$ cat src/rtl/toothless_pkg.sv
`default_nettype none
// ============================================================================
// Module      : toothless_pkg
// Description : Shared decode types, opcode constants and immediate helpers
//               for the RV32I decode stage.
// Revision    : 1.0  initial release
// ============================================================================
package toothless_pkg;

    typedef enum logic [4:0] {
        ALU_ADD    = 5'd0,
        ALU_SUB    = 5'd1,
        ALU_XOR    = 5'd2,
        ALU_OR     = 5'd3,
        ALU_AND    = 5'd4,
        ALU_SLL    = 5'd5,
        ALU_SRL    = 5'd6,
        ALU_SRA    = 5'd7,
        ALU_SLT    = 5'd8,
        ALU_SLTU   = 5'd9,
        ALU_EQ     = 5'd10,
        ALU_NE     = 5'd11,
        ALU_LT     = 5'd12,
        ALU_GE     = 5'd13,
        ALU_LTU    = 5'd14,
        ALU_GEU    = 5'd15,
        ALU_MUL    = 5'd16,
        ALU_MULH   = 5'd17,
        ALU_MULHSU = 5'd18,
        ALU_MULHU  = 5'd19,
        ALU_DIV    = 5'd20,
        ALU_DIVU   = 5'd21,
        ALU_REM    = 5'd22,
        ALU_REMU   = 5'd23
    } alu_opcode_e;

    localparam logic [6:0] OPC_LUI     = 7'h37;
    localparam logic [6:0] OPC_AUIPC   = 7'h17;
    localparam logic [6:0] OPC_JAL     = 7'h6F;
    localparam logic [6:0] OPC_JALR    = 7'h67;
    localparam logic [6:0] OPC_BRANCH  = 7'h63;
    localparam logic [6:0] OPC_LOAD    = 7'h03;
    localparam logic [6:0] OPC_STORE   = 7'h23;
    localparam logic [6:0] OPC_OP_IMM  = 7'h13;
    localparam logic [6:0] OPC_OP      = 7'h33;

    localparam logic [6:0] FUNCT7_BASE = 7'h00;
    localparam logic [6:0] FUNCT7_ALT  = 7'h20;
    localparam logic [6:0] FUNCT7_MEXT = 7'h01;

    localparam logic [1:0] RF_WP_ALU   = 2'd0;
    localparam logic [1:0] RF_WP_LSU   = 2'd1;
    localparam logic [1:0] RF_WP_PC4   = 2'd2;

    localparam logic [1:0] OP_A_RS1    = 2'd0;
    localparam logic [1:0] OP_A_PC     = 2'd1;
    localparam logic [1:0] OP_A_ZERO   = 2'd2;

    localparam logic [1:0] OP_B_RS2    = 2'd0;
    localparam logic [1:0] OP_B_IMM    = 2'd1;

    localparam logic [1:0] CTRL_NONE   = 2'd0;
    localparam logic [1:0] CTRL_JUMP   = 2'd1;
    localparam logic [1:0] CTRL_BRANCH = 2'd2;

    localparam logic [1:0] DT_BYTE     = 2'd0;
    localparam logic [1:0] DT_HALF     = 2'd1;
    localparam logic [1:0] DT_WORD     = 2'd2;

    // Immediate is kept at 32 bits here; the stage widens it to DATA_WIDTH.
    typedef struct packed {
        alu_opcode_e alu_operator;
        logic [31:0] imm;
        logic        imm_valid;
        logic [4:0]  rs1;
        logic [4:0]  rs2;
        logic [4:0]  rd;
        logic        rs1_used;
        logic        rs2_used;
        logic        rd_used;
        logic [1:0]  rf_wp_mux_sel;
        logic [1:0]  alu_op_a_mux_sel;
        logic [1:0]  alu_op_b_mux_sel;
        logic [1:0]  ctrl_trans;
        logic        data_req;
        logic        data_we;
        logic        data_sign_ext;
        logic [1:0]  data_type;
        logic        illegal;
    } id_ex_t;

    function automatic logic [31:0] imm_i(input logic [31:0] instr);
        return {{20{instr[31]}}, instr[31:20]};
    endfunction

    function automatic logic [31:0] imm_s(input logic [31:0] instr);
        return {{20{instr[31]}}, instr[31:25], instr[11:7]};
    endfunction

    function automatic logic [31:0] imm_b(input logic [31:0] instr);
        return {{20{instr[31]}}, instr[7], instr[30:25], instr[11:8], 1'b0};
    endfunction

    function automatic logic [31:0] imm_u(input logic [31:0] instr);
        return {instr[31:12], 12'b0};
    endfunction

    function automatic logic [31:0] imm_j(input logic [31:0] instr);
        return {{12{instr[31]}}, instr[19:12], instr[20], instr[30:21], 1'b0};
    endfunction

endpackage : toothless_pkg
`default_nettype wire

$ cat src/rtl/rv32_decode_comb.sv
`default_nettype none
// ============================================================================
// Module      : rv32_decode_comb
// Description : Purely combinational RV32I instruction decoder.
//               Define DECODE_MEXT_EN to decode the M-extension encodings.
// Revision    : 1.0  initial release
// ============================================================================
module rv32_decode_comb
    import toothless_pkg::*;
(
    input  logic [31:0] i_instr,
    output id_ex_t      o_dec
);

    logic [6:0] w_opcode;
    logic [2:0] w_funct3;
    logic [6:0] w_funct7;
    logic       w_illegal;
    id_ex_t     w_dec;

    assign w_opcode = i_instr[6:0];
    assign w_funct3 = i_instr[14:12];
    assign w_funct7 = i_instr[31:25];

    always_comb begin
        w_dec              = '0;
        w_illegal          = 1'b0;
        w_dec.alu_operator = ALU_ADD;
        w_dec.rs1          = i_instr[19:15];
        w_dec.rs2          = i_instr[24:20];
        w_dec.rd           = i_instr[11:7];

        case (w_opcode)
            OPC_LUI, OPC_AUIPC: begin
                w_dec.imm              = imm_u(i_instr);
                w_dec.imm_valid        = 1'b1;
                w_dec.rd_used          = 1'b1;
                w_dec.alu_op_a_mux_sel = (w_opcode == OPC_LUI) ? OP_A_ZERO : OP_A_PC;
                w_dec.alu_op_b_mux_sel = OP_B_IMM;
            end
            OPC_JAL: begin
                w_dec.imm              = imm_j(i_instr);
                w_dec.imm_valid        = 1'b1;
                w_dec.rd_used          = 1'b1;
                w_dec.rf_wp_mux_sel    = RF_WP_PC4;
                w_dec.alu_op_a_mux_sel = OP_A_PC;
                w_dec.alu_op_b_mux_sel = OP_B_IMM;
                w_dec.ctrl_trans       = CTRL_JUMP;
            end
            OPC_JALR: begin
                w_dec.imm              = imm_i(i_instr);
                w_dec.imm_valid        = 1'b1;
                w_dec.rs1_used         = 1'b1;
                w_dec.rd_used          = 1'b1;
                w_dec.rf_wp_mux_sel    = RF_WP_PC4;
                w_dec.alu_op_b_mux_sel = OP_B_IMM;
                w_dec.ctrl_trans       = CTRL_JUMP;
                w_illegal              = (w_funct3 != 3'b000);
            end
            OPC_BRANCH: begin
                w_dec.imm        = imm_b(i_instr);
                w_dec.imm_valid  = 1'b1;
                w_dec.rs1_used   = 1'b1;
                w_dec.rs2_used   = 1'b1;
                w_dec.ctrl_trans = CTRL_BRANCH;
                case (w_funct3)
                    3'b000:  w_dec.alu_operator = ALU_EQ;
                    3'b001:  w_dec.alu_operator = ALU_NE;
                    3'b100:  w_dec.alu_operator = ALU_LT;
                    3'b101:  w_dec.alu_operator = ALU_GE;
                    3'b110:  w_dec.alu_operator = ALU_LTU;
                    3'b111:  w_dec.alu_operator = ALU_GEU;
                    default: w_illegal = 1'b1;
                endcase
            end
            OPC_LOAD: begin
                w_dec.imm              = imm_i(i_instr);
                w_dec.imm_valid        = 1'b1;
                w_dec.rs1_used         = 1'b1;
                w_dec.rd_used          = 1'b1;
                w_dec.rf_wp_mux_sel    = RF_WP_LSU;
                w_dec.alu_op_b_mux_sel = OP_B_IMM;
                w_dec.data_req         = 1'b1;
                w_dec.data_sign_ext    = !w_funct3[2];
                w_dec.data_type        = w_funct3[1:0];
                // Only byte and half have unsigned variants; size 11 is reserved.
                w_illegal = (w_funct3[1:0] == 2'b11) || (w_funct3[2] && w_funct3[1]);
            end
            OPC_STORE: begin
                w_dec.imm              = imm_s(i_instr);
                w_dec.imm_valid        = 1'b1;
                w_dec.rs1_used         = 1'b1;
                w_dec.rs2_used         = 1'b1;
                w_dec.alu_op_b_mux_sel = OP_B_IMM;
                w_dec.data_req         = 1'b1;
                w_dec.data_we          = 1'b1;
                w_dec.data_type        = w_funct3[1:0];
                w_illegal              = (w_funct3 > 3'b010);
            end
            OPC_OP_IMM: begin
                w_dec.imm              = imm_i(i_instr);
                w_dec.imm_valid        = 1'b1;
                w_dec.rs1_used         = 1'b1;
                w_dec.rd_used          = 1'b1;
                w_dec.alu_op_b_mux_sel = OP_B_IMM;
                case (w_funct3)
                    3'b000: w_dec.alu_operator = ALU_ADD;
                    3'b010: w_dec.alu_operator = ALU_SLT;
                    3'b011: w_dec.alu_operator = ALU_SLTU;
                    3'b100: w_dec.alu_operator = ALU_XOR;
                    3'b110: w_dec.alu_operator = ALU_OR;
                    3'b111: w_dec.alu_operator = ALU_AND;
                    3'b001: begin
                        w_dec.alu_operator = ALU_SLL;
                        w_dec.imm          = {27'b0, i_instr[24:20]};
                        w_illegal          = (w_funct7 != FUNCT7_BASE);
                    end
                    default: begin
                        w_dec.imm = {27'b0, i_instr[24:20]};
                        if (w_funct7 == FUNCT7_BASE) begin
                            w_dec.alu_operator = ALU_SRL;
                        end else if (w_funct7 == FUNCT7_ALT) begin
                            w_dec.alu_operator = ALU_SRA;
                        end else begin
                            w_illegal = 1'b1;
                        end
                    end
                endcase
            end
            OPC_OP: begin
                w_dec.rs1_used = 1'b1;
                w_dec.rs2_used = 1'b1;
                w_dec.rd_used  = 1'b1;
                case (w_funct7)
                    FUNCT7_BASE: begin
                        case (w_funct3)
                            3'b000: w_dec.alu_operator = ALU_ADD;
                            3'b001: w_dec.alu_operator = ALU_SLL;
                            3'b010: w_dec.alu_operator = ALU_SLT;
                            3'b011: w_dec.alu_operator = ALU_SLTU;
                            3'b100: w_dec.alu_operator = ALU_XOR;
                            3'b101: w_dec.alu_operator = ALU_SRL;
                            3'b110: w_dec.alu_operator = ALU_OR;
                            3'b111: w_dec.alu_operator = ALU_AND;
                        endcase
                    end
                    FUNCT7_ALT: begin
                        if (w_funct3 == 3'b000) begin
                            w_dec.alu_operator = ALU_SUB;
                        end else if (w_funct3 == 3'b101) begin
                            w_dec.alu_operator = ALU_SRA;
                        end else begin
                            w_illegal = 1'b1;
                        end
                    end
`ifdef DECODE_MEXT_EN
                    FUNCT7_MEXT: begin
                        case (w_funct3)
                            3'b000: w_dec.alu_operator = ALU_MUL;
                            3'b001: w_dec.alu_operator = ALU_MULH;
                            3'b010: w_dec.alu_operator = ALU_MULHSU;
                            3'b011: w_dec.alu_operator = ALU_MULHU;
                            3'b100: w_dec.alu_operator = ALU_DIV;
                            3'b101: w_dec.alu_operator = ALU_DIVU;
                            3'b110: w_dec.alu_operator = ALU_REM;
                            3'b111: w_dec.alu_operator = ALU_REMU;
                        endcase
                    end
`endif
                    default: w_illegal = 1'b1;
                endcase
            end
            default: w_illegal = 1'b1;
        endcase

        // An illegal word must not write back, touch memory or redirect fetch.
        if (w_illegal) begin
            w_dec.rd_used    = 1'b0;
            w_dec.data_req   = 1'b0;
            w_dec.data_we    = 1'b0;
            w_dec.ctrl_trans = CTRL_NONE;
        end
        if (w_dec.rd == 5'd0) begin
            w_dec.rd_used = 1'b0;
        end
        w_dec.illegal = w_illegal;
    end

    assign o_dec = w_dec;

endmodule : rv32_decode_comb
`default_nettype wire

$ cat src/rtl/decode_stage.sv
`default_nettype none
// ============================================================================
// Module      : decode_stage
// Description : Registered RV32I decode stage with load-use interlock, flush
//               and saturating stall counter. DECODE_MEXT_EN adds M decode.
// Revision    : 1.0  initial release
// ============================================================================
module decode_stage
    import toothless_pkg::*;
#(
    parameter int DATA_WIDTH   = 32,
    parameter int PC_WIDTH     = 32,
    parameter int CNT_WIDTH    = 16,
    parameter int HAZARD_CHECK = 1
) (
    input  logic                  clk,
    input  logic                  rst,
    input  logic                  flush_i,
    input  logic                  in_valid_i,
    output logic                  in_ready_o,
    input  logic [31:0]           instr_i,
    input  logic [PC_WIDTH-1:0]   pc_i,
    input  logic                  ex_load_valid_i,
    input  logic [4:0]            ex_load_rd_i,
    output logic                  out_valid_o,
    input  logic                  out_ready_i,
    output logic [PC_WIDTH-1:0]   out_pc_o,
    output alu_opcode_e           out_alu_operator_o,
    output logic [DATA_WIDTH-1:0] out_imm_o,
    output logic                  out_imm_valid_o,
    output logic [4:0]            out_rs1_o,
    output logic [4:0]            out_rs2_o,
    output logic [4:0]            out_rd_o,
    output logic                  out_rs1_used_o,
    output logic                  out_rs2_used_o,
    output logic                  out_rd_used_o,
    output logic [1:0]            out_rf_wp_mux_sel_o,
    output logic [1:0]            out_alu_op_a_mux_sel_o,
    output logic [1:0]            out_alu_op_b_mux_sel_o,
    output logic [1:0]            out_ctrl_trans_o,
    output logic                  out_data_req_o,
    output logic                  out_data_we_o,
    output logic                  out_data_sign_ext_o,
    output logic [1:0]            out_data_type_o,
    output logic                  out_illegal_o,
    output logic [CNT_WIDTH-1:0]  stall_cnt_o
);

    id_ex_t                w_dec;
    id_ex_t                r_bundle;
    logic [PC_WIDTH-1:0]   r_pc;
    logic                  r_valid;
    logic                  w_hazard;
    logic                  w_accept;
    logic [CNT_WIDTH-1:0]  r_stall_cnt;

    rv32_decode_comb u_decode (
        .i_instr (instr_i),
        .o_dec   (w_dec)
    );

    generate
        if (HAZARD_CHECK != 0) begin : g_hazard
            assign w_hazard = ex_load_valid_i && (ex_load_rd_i != 5'd0) &&
                              ((w_dec.rs1_used && (w_dec.rs1 == ex_load_rd_i)) ||
                               (w_dec.rs2_used && (w_dec.rs2 == ex_load_rd_i)));
        end else begin : g_no_hazard
            assign w_hazard = 1'b0;
        end
    endgenerate

    assign in_ready_o = !flush_i && !w_hazard && (!r_valid || out_ready_i);
    assign w_accept   = in_valid_i && in_ready_o;

    always_ff @(posedge clk) begin
        if (rst) begin
            r_valid  <= 1'b0;
            r_bundle <= '0;
            r_pc     <= '0;
        end else if (flush_i) begin
            r_valid <= 1'b0;
        end else if (w_accept) begin
            r_valid  <= 1'b1;
            r_bundle <= w_dec;
            r_pc     <= pc_i;
        end else if (r_valid && out_ready_i) begin
            r_valid <= 1'b0;
        end
    end

    // A flush overrides the interlock, so that cycle is not a lost stall.
    always_ff @(posedge clk) begin
        if (rst) begin
            r_stall_cnt <= '0;
        end else if (in_valid_i && w_hazard && !flush_i && (r_stall_cnt != '1)) begin
            r_stall_cnt <= r_stall_cnt + 1'b1;
        end
    end

    assign out_valid_o            = r_valid;
    assign out_pc_o               = r_pc;
    assign out_alu_operator_o     = r_bundle.alu_operator;
    assign out_imm_o              = DATA_WIDTH'($signed(r_bundle.imm));
    assign out_imm_valid_o        = r_bundle.imm_valid;
    assign out_rs1_o              = r_bundle.rs1;
    assign out_rs2_o              = r_bundle.rs2;
    assign out_rd_o               = r_bundle.rd;
    assign out_rs1_used_o         = r_bundle.rs1_used;
    assign out_rs2_used_o         = r_bundle.rs2_used;
    assign out_rd_used_o          = r_bundle.rd_used;
    assign out_rf_wp_mux_sel_o    = r_bundle.rf_wp_mux_sel;
    assign out_alu_op_a_mux_sel_o = r_bundle.alu_op_a_mux_sel;
    assign out_alu_op_b_mux_sel_o = r_bundle.alu_op_b_mux_sel;
    assign out_ctrl_trans_o       = r_bundle.ctrl_trans;
    assign out_data_req_o         = r_bundle.data_req;
    assign out_data_we_o          = r_bundle.data_we;
    assign out_data_sign_ext_o    = r_bundle.data_sign_ext;
    assign out_data_type_o        = r_bundle.data_type;
    assign out_illegal_o          = r_bundle.illegal;
    assign stall_cnt_o            = r_stall_cnt;

endmodule : decode_stage
`default_nettype wire
$ cat config.mk
export PLATFORM = sky130hd
export DESIGN_NAME = decode_stage
export DESIGN_NICKNAME = d
export VERILOG_FILES = /design/src/rtl/toothless_pkg.sv /design/src/rtl/rv32_decode_comb.sv /design/src/rtl/decode_stage.sv
export SDC_FILE = /design/constraint.sdc
export NUM_CORES = 1
export LEC_CHECK = 0
export ABC_AREA = 1
export BUFFER_PORTS_ARGS = -buffer_cell sky130_fd_sc_hd__buf_4
export CORE_MARGIN = 4
export CORE_UTILIZATION = 35
export DETAILED_ROUTE_END_ITERATION = 6
export PLACE_DENSITY_LB_ADDON = 0.25
export SLEW_MARGIN = 10
export SYNTH_ARGS = -nofsm -noshare
export SYNTH_HDL_FRONTEND = slang
export SYNTH_SLANG_ARGS = --single-unit
$ cat constraint.sdc
create_clock -name clk -period 2.8 [get_ports clk]
set_input_delay 0.14 -clock clk [delete_from_list [all_inputs] [get_ports clk]]
set_output_delay 0.14 -clock clk [all_outputs]
set_load 0.005 [all_outputs]
* Word-level counts from Yosys, hierarchy flattened
Memories as Yosys holds them, arrays and structs flattened.
Cells that the tools add are included.
** Storage, ports and cells
- Flip-flop bits (word level) :: 119
- Bits in read-only memories :: 32
- Memories kept :: 1
** Memory list
- (no name shown) :: words 8, width 4, rd ports 1, clocked after Yosys merged registers in 0, wr ports 0, RTL line rv32_decode_comb.sv:136 : case (w_funct3)
** Operators by class
- Add/subtract/negate cells :: 1
- Order comparisons :: 1
- Equality and inequality tests :: 21
- Mux-type cells :: 35
- Bitwise gates (word level) :: 1
- Reduce and logical (&&, ||, !) cells :: 39
** Operator list (number)
- 33-bit case mux with 6 select lines :: 1
- 5-bit case mux with 7 select lines :: 1
- 32-bit 2-to-1 mux :: 1
- 7-bit by 6-bit == test with 1-bit output, second input constant :: 4
- 4-bit case mux with 6 select lines :: 1
- 7-bit == test, second input constant :: 3
- 6-bit OR reduction :: 3
- 16-bit by 1-bit adder with 16-bit output, second input constant :: 1
- 1-bit 2-to-1 mux :: 16
- 16-bit inequality test, second input constant :: 1
- 5-bit case mux with 3 select lines :: 1
- 7-bit by 5-bit == test with 1-bit output, second input constant :: 2
- 7-bit OR reduction :: 2
- 3-bit == test, second input constant :: 4
- 1-bit logical AND :: 12
- 3-bit 2-to-1 mux :: 4
- 2-bit case mux with 2 select lines :: 3
- 5-bit == test :: 2
- 5-bit case mux with 2 select lines :: 1
- 2-bit OR reduction :: 5
- 7-bit by 2-bit == test with 1-bit output, second input constant :: 1
- 7-bit logical NOT :: 1
- 1-bit case mux with 7 select lines :: 1
- 7-bit nonzero test :: 1
- 17 further kinds :: 26

* Logic depth before layout (Yosys ltp)
- Depth after elaboration :: 11
- Gate-level depth with buffers :: 15

* Hierarchy
Synthesis repeated with hierarchy kept, for this count alone.
** Unflattened totals
- Cells, all modules :: 905
- Area total of the unflattened synthesis :: 6717.7 µm²
** By module, submodules not included
- decode_stage :: times used 1, cells each 656, area an instance 5365.1 µm², sequential area each 2382.3 µm²
- rv32_decode_comb :: times used 1, cells each 249, area an instance 1352.5 µm², sequential area each 0.0 µm²

* Worst setup path after synthesis
No wires, ideal clock.
- Path kind :: reg2reg
- Start point :: register r_stall_cnt[0] (netlist: stall_cnt_o[0])
- End point :: register r_stall_cnt[13] (netlist: stall_cnt_o[13])
- Library setup time :: 121 ps
- Data arrival time :: 1580 ps
- Required time :: 2679 ps
- Path slack :: 1099 ps
- Cell stages (with the launch flop) :: 12
- Cells stage by stage :: dfxtp_1 ha_1 nand2_1 nor3_1 nand2_1 nor2_1 nor2_1 nand3_1 buf_2 nor2_1 o21ai_0 nor2_1
** On the way
- Cells in the longest elaborated chain, start to end :: 2
- Elaborated cells between the ends (all ways) :: 3
- Those cells by class :: add/sub (1); eq/ne (1); reduce/logical (1)
** Ends and longest elaborated chain
- from (decl) :: RTL line decode_stage.sv:55 : logic [CNT_WIDTH-1:0] r_stall_cnt;
- from (signal assigned) :: RTL line decode_stage.sv:96 : r_stall_cnt <= r_stall_cnt + 1'b1;
- branches (longest 2 deep; another with 16-bit by 1-bit adder with 16-bit output)
Parallel ways; which one is timed is not known.
A chain may end at the register's enable or synchronous reset.

* Final worst setup path
- Start point :: input port instr_i[20]
- End point :: register r_valid (netlist: out_valid_o)
** On the way
- Cells in the longest elaborated chain, start to end :: 9
- Elaborated cells between the ends (all ways) :: 10
- Those cells by class :: eq/ne (1); mux (1); reduce/logical (8)
** Ends and longest elaborated chain
- from (decl) :: RTL line decode_stage.sv:21 : input logic [31:0] instr_i,
- 5-bit == test (*) :: RTL line decode_stage.sv:66 : (w_dec.rs2_used && (w_dec.rs2 == ex_load_rd_i)));
- 1-bit logical AND (*) :: RTL line decode_stage.sv:66
- 1-bit logical OR (*) :: RTL line decode_stage.sv:65 : ((w_dec.rs1_used && (w_dec.rs1 == ex_load_rd_i)) ||
- 1-bit logical AND (*) :: RTL line decode_stage.sv:64 : assign w_hazard = ex_load_valid_i && (ex_load_rd_i != 5'd0) &&
- 1-bit logical NOT (*) :: RTL line decode_stage.sv:72 : assign in_ready_o = !flush_i && !w_hazard && (!r_valid || out_ready_i);
- 1-bit logical AND (*) (2 in a row) :: RTL line decode_stage.sv:72
- 1-bit logical AND (*) :: RTL line decode_stage.sv:73 : assign w_accept = in_valid_i && in_ready_o;
- 1-bit 2-to-1 mux / 2-bit nonzero test (equally long branches)
- to (signal assigned) :: RTL line decode_stage.sv:77 : r_valid <= 1'b0;
- to (signal assigned) :: RTL line decode_stage.sv:81 : r_valid <= 1'b0;
- to (signal assigned) :: RTL line decode_stage.sv:83 : r_valid <= 1'b1;
- to (decl) :: RTL line decode_stage.sv:52 : logic r_valid;
Mark *: on every way between the ends. The rest lies on a longest branch, timed or not.

==> results.md <==
* RSZ-0062 raised after global routing: false
* Post-synthesis async set-or-reset flop share at 0%
* Setup crit end kind: register
* Post-Synthesis Cell Area at 5370 um^2
* Synth Register Bits at 117
* Top FF cell, synth: dfxtp_1
* Number of DRC markers in iteration 0 at 517
* DR vias at 5952
* Synth top area share at 43.6%
* Reg-to-reg startpoint: stall_cnt_o[0]
* Synth Area in Compound Gates at 15.3%
* Hold Crit Start: instr_i[22]
* Combinational family with the most area after synthesis: simple AND/OR/NAND/NOR gates
* Final period util at 87.3%
* Multiplexer area fraction after synthesis at 0%
* Crit path from: instr_i[20]
* Synth cell types at 34
* Hold WS at 0.0204 ns
* Critical path startpoint category: input port
* Die ar. at approximately 17000 um^2
* Nets at 1093
* Required @ worst endpoint at 3.10 ns
* Layout area overhead at 47.6%
* Max Cap Viol at 0
* Clk root buf: clkbuf_16
* Worst skew pair latency at ~0.42 ns
* Post-CTS sizing at 0
* Setup TNS Final at 0 ns
* Clk pwr share at 50.6%
* RePlAce Congestion at approximately 0.87
* Die H at between 100 and 150 um
* Vias in the first global route at 5676
* Initial antenna violation count at 0
* Worst Clk Skew at 0.00546 ns
* Simple-Gate Fraction of Synth Area at 31.5%
* Worst-path clk slew at 0.06 ns
* Syn avg cell area at 6.74 um^2
* PortBufs at 192
* WP data arrival at 2.75 ns
* WL/cell at about 15 um
* Final-report setup violation count at 0
* Cell accounting for the most synthesized area: dfxtp_1
* Tightest Hold Check Type: in2reg
* Net switching fraction of the power at 23.4%
* Post-Synth Adder-Cell Area at less than 1%
* Worst-Margin Slew at 0.737 ns
* CTS sink count at 117
* Ports at 195
* Fillers at roughly 1500
* First-pass GRT wire length at 29300 um
* Most instantiated library cell after synthesis: nand2_1
* Tmin final at 2.44 ns
* Row count at 45
* Total detailed-routing wirelength at between 15000 and 20000 um
* Pin count of the biggest net entering global routing at 109
* Switching power at ~1.0 mW
* Setup CP Type: in2reg
* Ys Warns at 0
* Global route overflow at 0
* Vias per inst at 4.89
* Cells after Synth at 797
* Peak supply drop at 0.422 mV
* Crit Path Max Fanout at 108
* Remaining DRCs at 0
* Initial Util at 35.6%
* CTS tree: built
* Peak Freq at 409 MHz
* CTS buffer count at 17
* H-tree Lvls at 4
* Slew HR at 50.8%
* Int Pwr at 3.39 mW
* Clock buffer depth at 2
* Synth area leaders: dfxtp_1 44%, nand2_1 20%, a21oi_1 10%, inv_1 4.3%, nor2_1 4.1%
* Lkg Pwr at approximately 3.6 nW
* Max-slew violations at 0
* Synth cell count leaders: 290 x nand2_1, 117 x dfxtp_1, 109 x a21oi_1, 61 x inv_1, 59 x nor2_1
* Post-layout util at 52.5%
* Remaining antenna violation count at 0
* Seq pwr share at around two fifths
* Synth Area in XOR/XNOR at less than 1%
* Outcome: complete, no violations
* Final Hold Vio Count at 0
* Layout cells sized above 1 at 23.1%
* Die W at 132 um
* Hpwl dp at 12500 um
* ANT cells at 0
* Core area at 15100 um^2
* Drt first pass iters at 5
* Register area share after synthesis at 43.6%
* Post-synth EDFFs at 0
* GRT Total Usage at 20.6%
* Comb pwr share at a little over a tenth
* Pwr dens at ~560 nW/um^2
-- cell type report --
cell class	count	area, um^2	area share [%]
multi-input combinational	576	2570	32.4
sequential	117	2340	29.5
timing repair buffer	240	1940	24.4
clock buffer	23	478	6.03
inverter	65	244	3.08
tap	188	235	2.97
clock inverter	9	125	1.58
-- layout by cell type, fill, tap and decap left out, types with 3 or more instances in the layout --
cell	Yosys	layout
nand3_1	28	28
nand4_1	5	5
and2_1	6	6
o22ai_1	8	8
clkbuf_8	0	3
a21oi_1	109	109
inv_2	4	4
bufinv_16	0	3
inv_1	61	61
buf_4	12	194
dfxtp_1	117	117
o21bai_1	3	3
o21ai_0	31	31
a22o_1	4	4
nor3_1	11	11
nand2_1	290	290
dlygate4sd3_1	0	44
nor2_1	59	59
clkbuf_1	12	3
clkinv_2	0	4
clkbuf_16	0	17
-- registers in the layout (all words and copies together), names as in the netlist, 2 cells and up --
register and flops:
out_alu_op_a_mux_sel_o 2, out_alu_operator_o 4, out_ctrl_trans_o 2, out_data_type_o 2, out_imm_o 32, out_pc_o 32
out_rd_o 5, out_rf_wp_mux_sel_o 2, out_rs1_o 5, out_rs2_o 5, stall_cnt_o 16
-- kinds of logic after synthesis --
| group | Yosys count |
|---|---|
| compound gates | 157 |
| fa+ha+maj | 1 |
| xor+xnor | 4 |
| simple gates | 412 |
| other cells | 1 |
| flops | 117 |
| buf+inv | 105 |
-- routing by layer --
metal  wire length [um]  share of wire [%]  GRT usage, %
met2               8380                 46          33.1
met5                  0                  0             0
met3               1160                6.4          6.37
met1               8140                 45          26.0
met4                404                2.2          7.41
-- stage by stage --
step | instance area (um^2) | power (mW) | setup slack (ns) | instances
floorplan | 5370 | 1.96 | 1.10 | 798
global placement | 6890 | 2.17 | 0.561 | 1142
detailed placement | 6890 | 2.17 | 0.590 | 1142
CTS | 7930 | 4.47 | 0.382 | 1218
global route | 7930 | 4.58 | 0.163 | 1218
finish | 7930 | 4.43 | 0.356 | 1218
-- worst max-delay path: stages --
cell and delay [ns]:
dlygate4sd3_1 0.54, buf_4 0.15, xnor2_1 0.14, nand2_1 0.07, nor2_1 0.15, nand3_1 0.13, nand2_1 0.16, nand2_2 0.09
nand3_4 0.08, buf_12 0.38, a21oi_1 0.12, dlygate4sd3_1 0.59
-- what timing repair did --
item,4_1_cts,5_1_grt
endpoints found under the hold margin,43,0
setup buffers,0,0
hold buffers,44,0
-- path summary, 6_finish.rpt --
check	end	slack, ns	depth (start not counted)
setup reg to reg	stall_cnt_o[2]	0.72	11
hold reg to reg	out_imm_o[14]	0.46	2
hold / removal	out_rs2_o[2]	0.02	3
setup / recovery	out_valid_o	0.36	12
-- power groups by stage --
stage | Clock (mW) | Combinational, mW | Sequential [mW]
5_1_grt | 2.34 | 0.506 | 1.73
3_3_place_gp | 0 | 0.406 | 1.76
4_1_cts | 2.28 | 0.459 | 1.73
3_5_place_dp | 0 | 0.407 | 1.76
6_report | 2.24 | 0.459 | 1.73
2_1_floorplan | 0 | 0.195 | 1.77
(Power assumes the default switching activity.)
